--- config.mk ---
export PLATFORM = sky130hd
export DESIGN_NAME = vga_timing_param
export DESIGN_NICKNAME = d
export VERILOG_FILES = /design/src/rtl/vga_timing_param.sv
export SDC_FILE = /design/constraint.sdc
export NUM_CORES = 1
export LEC_CHECK = 0
export CAP_MARGIN = 10
export CORE_ASPECT_RATIO = 1.4
export CORE_MARGIN = 4
export CORE_UTILIZATION = 45
export DETAILED_ROUTE_END_ITERATION = 10
export PLACE_DENSITY = 0.83
export SKIP_LAST_GASP = 1
export SYNTH_ARGS = -nofsm -noshare
export SYNTH_HDL_FRONTEND = slang
export SYNTH_SLANG_ARGS = --single-unit
--- constraint.sdc ---
create_clock -name pclk -period 3.2 [get_ports pclk]
set_input_delay 0.8 -clock pclk [delete_from_list [all_inputs] [get_ports pclk]]
set_output_delay 0.8 -clock pclk [all_outputs]
set_load 0.01 [all_outputs]
--- src/rtl/vga_timing_param.sv ---
// vga_timing_param: parametrised VGA/VESA timing generator (counters, syncs,
// blanking, data enable, line/frame strobes and a completed-frame counter).
// Optional feature macro: VGA_TIMING_CE_EN adds the ce pixel clock enable port.
// Every output is registered and derived from the next counter values, so the
// flags always line up with hcount/vcount in the same cycle.
module vga_timing_param #(
  parameter int unsigned H_ACTIVE = 800,
  parameter int unsigned H_FP     = 40,
  parameter int unsigned H_SYNC   = 128,
  parameter int unsigned H_BP     = 88,
  parameter int unsigned V_ACTIVE = 600,
  parameter int unsigned V_FP     = 1,
  parameter int unsigned V_SYNC   = 4,
  parameter int unsigned V_BP     = 23,
  parameter bit          HS_POL   = 1'b1,
  parameter bit          VS_POL   = 1'b1,
  parameter int unsigned CNT_W    = 11,
  parameter int unsigned FRAME_W  = 16
) (
  input  logic               pclk,
  input  logic               rst,
`ifdef VGA_TIMING_CE_EN
  input  logic               ce,
`endif
  output logic [CNT_W-1:0]   hcount,
  output logic [CNT_W-1:0]   vcount,
  output logic               hsync,
  output logic               vsync,
  output logic               hblnk,
  output logic               vblnk,
  output logic               de,
  output logic               line_start,
  output logic               frame_start,
  output logic [FRAME_W-1:0] frame_cnt
);

  localparam int unsigned H_TOTAL  = H_ACTIVE + H_FP + H_SYNC + H_BP;
  localparam int unsigned V_TOTAL  = V_ACTIVE + V_FP + V_SYNC + V_BP;
  localparam int unsigned HS_START = H_ACTIVE + H_FP;
  localparam int unsigned HS_END   = HS_START + H_SYNC;
  localparam int unsigned VS_START = V_ACTIVE + V_FP;
  localparam int unsigned VS_END   = VS_START + V_SYNC;

  localparam logic [CNT_W-1:0] H_LAST   = CNT_W'(H_TOTAL - 1);
  localparam logic [CNT_W-1:0] V_LAST   = CNT_W'(V_TOTAL - 1);
  localparam logic [CNT_W-1:0] H_ACT_C  = CNT_W'(H_ACTIVE);
  localparam logic [CNT_W-1:0] V_ACT_C  = CNT_W'(V_ACTIVE);
  localparam logic [CNT_W-1:0] HS_BEG_C = CNT_W'(HS_START);
  localparam logic [CNT_W-1:0] HS_END_C = CNT_W'(HS_END);
  localparam logic [CNT_W-1:0] VS_BEG_C = CNT_W'(VS_START);
  localparam logic [CNT_W-1:0] VS_END_C = CNT_W'(VS_END);

  // Elaboration guards: refuse illegal geometry instead of truncating counters.
  generate
    if (H_FP == 0 || H_SYNC == 0 || H_BP == 0 ||
        V_FP == 0 || V_SYNC == 0 || V_BP == 0) begin : g_bad_porch
      $fatal(1, "vga_timing_param: porch and sync widths must be >= 1");
    end
    if (((H_TOTAL - 1) >> CNT_W) != 0 || ((V_TOTAL - 1) >> CNT_W) != 0) begin : g_bad_cnt_w
      $fatal(1, "vga_timing_param: CNT_W too small for H_TOTAL-1 or V_TOTAL-1");
    end
  endgenerate

  logic               adv;
  logic [CNT_W-1:0]   hcount_q, hcount_d;
  logic [CNT_W-1:0]   vcount_q, vcount_d;
  logic [FRAME_W-1:0] frame_q, frame_d;
  logic               hsync_q, hsync_d;
  logic               vsync_q, vsync_d;
  logic               hblnk_q, hblnk_d;
  logic               vblnk_q, vblnk_d;
  logic               de_q, de_d;
  logic               line_start_q, line_start_d;
  logic               frame_start_q, frame_start_d;
  logic               hs_act, vs_act;

`ifdef VGA_TIMING_CE_EN
  assign adv = ce;
`else
  assign adv = 1'b1;
`endif

  // Next counter values, then every flag decoded from those next values.
  always_comb begin
    hcount_d = hcount_q;
    vcount_d = vcount_q;
    frame_d  = frame_q;
    if (adv) begin
      if (hcount_q < H_LAST) begin
        hcount_d = hcount_q + CNT_W'(1);
      end else begin
        hcount_d = '0;
        if (vcount_q < V_LAST) begin
          vcount_d = vcount_q + CNT_W'(1);
        end else begin
          vcount_d = '0;
          frame_d  = frame_q + FRAME_W'(1);
        end
      end
    end
    hs_act        = (hcount_d >= HS_BEG_C) && (hcount_d < HS_END_C);
    vs_act        = (vcount_d >= VS_BEG_C) && (vcount_d < VS_END_C);
    hsync_d       = HS_POL ? hs_act : ~hs_act;
    vsync_d       = VS_POL ? vs_act : ~vs_act;
    hblnk_d       = (hcount_d >= H_ACT_C);
    vblnk_d       = (vcount_d >= V_ACT_C);
    de_d          = ~hblnk_d & ~vblnk_d;
    line_start_d  = (hcount_d == '0);
    frame_start_d = (hcount_d == '0) && (vcount_d == '0);
  end

  // State and output registers; reset lands on the (0,0) pixel of a new frame.
  always_ff @(posedge pclk) begin
    if (rst) begin
      hcount_q      <= '0;
      vcount_q      <= '0;
      frame_q       <= '0;
      hsync_q       <= ~HS_POL;
      vsync_q       <= ~VS_POL;
      hblnk_q       <= 1'b0;
      vblnk_q       <= 1'b0;
      de_q          <= 1'b1;
      line_start_q  <= 1'b1;
      frame_start_q <= 1'b1;
    end else begin
      hcount_q      <= hcount_d;
      vcount_q      <= vcount_d;
      frame_q       <= frame_d;
      hsync_q       <= hsync_d;
      vsync_q       <= vsync_d;
      hblnk_q       <= hblnk_d;
      vblnk_q       <= vblnk_d;
      de_q          <= de_d;
      line_start_q  <= line_start_d;
      frame_start_q <= frame_start_d;
    end
  end

  assign hcount      = hcount_q;
  assign vcount      = vcount_q;
  assign frame_cnt   = frame_q;
  assign hsync       = hsync_q;
  assign vsync       = vsync_q;
  assign hblnk       = hblnk_q;
  assign vblnk       = vblnk_q;
  assign de          = de_q;
  assign line_start  = line_start_q;
  assign frame_start = frame_start_q;

endmodule
==> summary.md <==
| Metric | Value |
|---|---|
| Outcome | finished clean |
| Post-Syn Instances | between 200 and 300 |
| Pwr dens | between 300 and 400 nW/um2 |
| Post-Route WL | around 5.5 mm |
| Clk buf depth | 2 |
| Static leakage | approximately 0.99 nW |
| Worst Skew | roughly 0.009 ns |
| Worst EP required | about 3.4 ns |
| Layout cell share with drive strength beyond 1 | under 10% |
| Final Hold Fails | 0 |
| Rel. slew slack | approximately 60% |
| Fmax | 357 MHz |
| Largest area contributor in the synthesized netlist | dfxtp_1 |
| Fin Setup TNS | 0 ns |
| Mapped Area | ~2200 um2 |
| Post-synth EDFFs | 0 |
| Vias post-DR | approximately 2100 |
| RSZ-0062 raised after global routing | no |
| Die Y | 91.4 um |
| Final period util | 87.5% |
| Max H-tree Level | 2 |
| First-pass GRT wire length | ~9.2 mm |
| Startpoint types | flop |
| Clock Sinks | between 40 and 50 |
| CTS buffer count | 5 |
| Root buffer selected by CTS | clkbuf_8 |
| Least-Margin Pin Slew | 0.592 ns |
| Initial core utilization | between 40% and 50% |
| Grt total ovfl | 0 |
| Largest net degree at the start of global routing | 31 |
| DP Area | between 2000 and 3000 um2 |
| Worst min path class | flop to flop |
| Hold buffer count at CTS | 0 |
| Max Slew Vio Count | 0 |
| Worst Path Arrival | roughly 3 ns |
| Max-cap viol count | 0 |
| Post-route design area | between 2000 and 3000 um2 |
| Syn_area_per_cell | just under 9 um2 |
| Drt pass-1 iters | 4 |
| Die footprint | between 6000 and 7000 um2 |
| Core Region | a little under 5000 um2 |
| Main flop type after synthesis | dfxtp_1 |
| Finish-stage setup viols | 0 |
| Fin crit period | about 2.8 ns |
| Syn nets | ~260 |
| Antenna cells | 0 |
| Max VDD drop | roughly 0.00025 V |
| Initial antenna violation count | 0 |
| Die Width | about 68 um |
| Warnings from Yosys | 0 |
| Postcts setup bufs | 0 |
| Average wire per standard cell | 14.8 um |
| DP Wirelength | 4.08 mm |
| Critical path fanouts, max | 14 |
| Vias per std cell | 5.59 |
| Synth top area cells | dfxtp_1, nor2_1, xnor2_1 |
| Worst hold slack | between 0.4 and 0.5 ns |
| Clock Latency Late Sink | about 0.29 ns |
| Area grow syn2layout | 28.5% |
| Iteration-0 DRC Markers | 93 |
| Yosys top cell area share | about two fifths |
| Total Nets Final | 311 |
| CTS tree | built |
| Row cnt | 30 |
| CP Capture Type | flop |
| Clock slew at the register clock pins of the worst setup and hold paths | about 0.08 ns |
| Synth cell count leaders | nor2_1, dfxtp_1, nand2_1, nand3_1, xnor2_1 |
| Port bufs | between 40 and 50 |
| Post-synthesis sequential area ratio | between 40% and 50% |
| Tot GR Track Use | 19.2% |
| Filler cells | ~450 |
| Critical path class | flop to flop |
| I/O Pins | 47 |
| Vias in the first global route | about 2000 |
| #FFs+latches synth | 45 |
| Routed Antenna Nets | 0 |
| # DRC | 0 |
| Cts repair resizes | 0 |
| Unique masters post-synth | 48 |
| Post-synth ARST share | 0% |
| Most frequent cell after synthesis | nor2_1 |
| Final GP Congestion | ~0.97 |
-- registers in the layout, indices dropped and copies added (netlist names) --
register / cells
hsync: 1
hblnk: 1
hcount: 11
line_start: 1
vcount: 11
de: 1
frame_cnt: 16
vblnk: 1
frame_start: 1
vsync: 1
-- report_power, final --
group | switching (mW) | internal [mW] | total, mW
logic | 0.0413 | 0.0379 | 0.0792
registers | 0.0131 | 0.570 | 0.583
clock network | 0.179 | 0.254 | 0.434
-- layer usage --
metal	track usage [%]	routed length, um
met5	0	0
met4	10.2	197
met3	4.58	325
met2	31.6	2760
met1	22.1	2210
-- final timing paths --
path             start          end  slack (ns)  cells after the start
max          hcount[3]  frame_start        0.40                      6
min          hcount[0]    hcount[0]        0.49                      1
min reg2reg  hcount[0]    hcount[0]        0.49                      1
max reg2reg  hcount[3]  frame_start        0.40                      6
-- cell families (layout without fill, tap and decap cells) --
family | after synthesis | count (layout) | synth area share, %
buffers and inverters | 13 | 62 | 2.52
DFF | 45 | 45 | 40.3
adders and majority gates | 3 | 3 | 1.68
xor gates and xnor gates | 26 | 26 | 10.2
AOI/OAI and AO/OA | 42 | 42 | 14.3
muxes | 2 | 2 | 0.895
and+or+nand+nor | 127 | 127 | 30.2
-- critical path, stage by stage, from the launching register on --
cell and delay (ns):
dfxtp_1 0.44, nand4_1 0.23, o211ai_1 0.54, nand2_1 0.45, a221oi_1 0.58, nand4_1 0.19
o41ai_2 0.29
-- final cells by class --
type                            count  area (um2)  share of cell area [%]
Inverter                            6        22.5                   0.784
Sequential cell                    45         901                    31.3
Clock buffer                        7        86.3                    3.00
Clock inverter                      1        30.0                    1.04
Timing Repair Buffer               48         475                    16.5
Multi-Input combinational cell    200        1280                    44.5
Tap cell                           64        80.1                    2.79
-- layout by cell type (no fill, tap or decap), types with 2 or more instances in the layout --
cell type / instances
nor2_1: 48
clkdlybuf4s50_1: 46
dfxtp_1: 45
nand2_1: 17
nand3_1: 14
xnor2_1: 14
xor2_1: 12
a21oi_1: 11
nor3_1: 11
nand4_1: 9
o21ai_0: 8
inv_1: 6
clkbuf_8: 6
and3_1: 4
nand2b_1: 4
a22oi_1: 3
or3_1: 3
ha_1: 3
nor4_1: 2
o211ai_1: 2
and4_1: 2
nor4_4: 2
a221oi_1: 2
nor2b_1: 2
nor3_2: 2
mux2i_1: 2
nand3b_1: 2
buf_4: 2
-- through the flow --
step                      utilization (%)  instances  worst slack, ns  total power [mW]
final                                59.4        371            0.400              1.10
after global placement               57.0        363            0.545             0.675
after floorplan                         -        258            0.815             0.639
after global routing                 59.4        371            0.165              1.14
after CTS                            59.4        371            0.464              1.10
after detailed placement             57.0        363            0.476             0.675
Note: power is estimated with default switching activity, not from simulation.
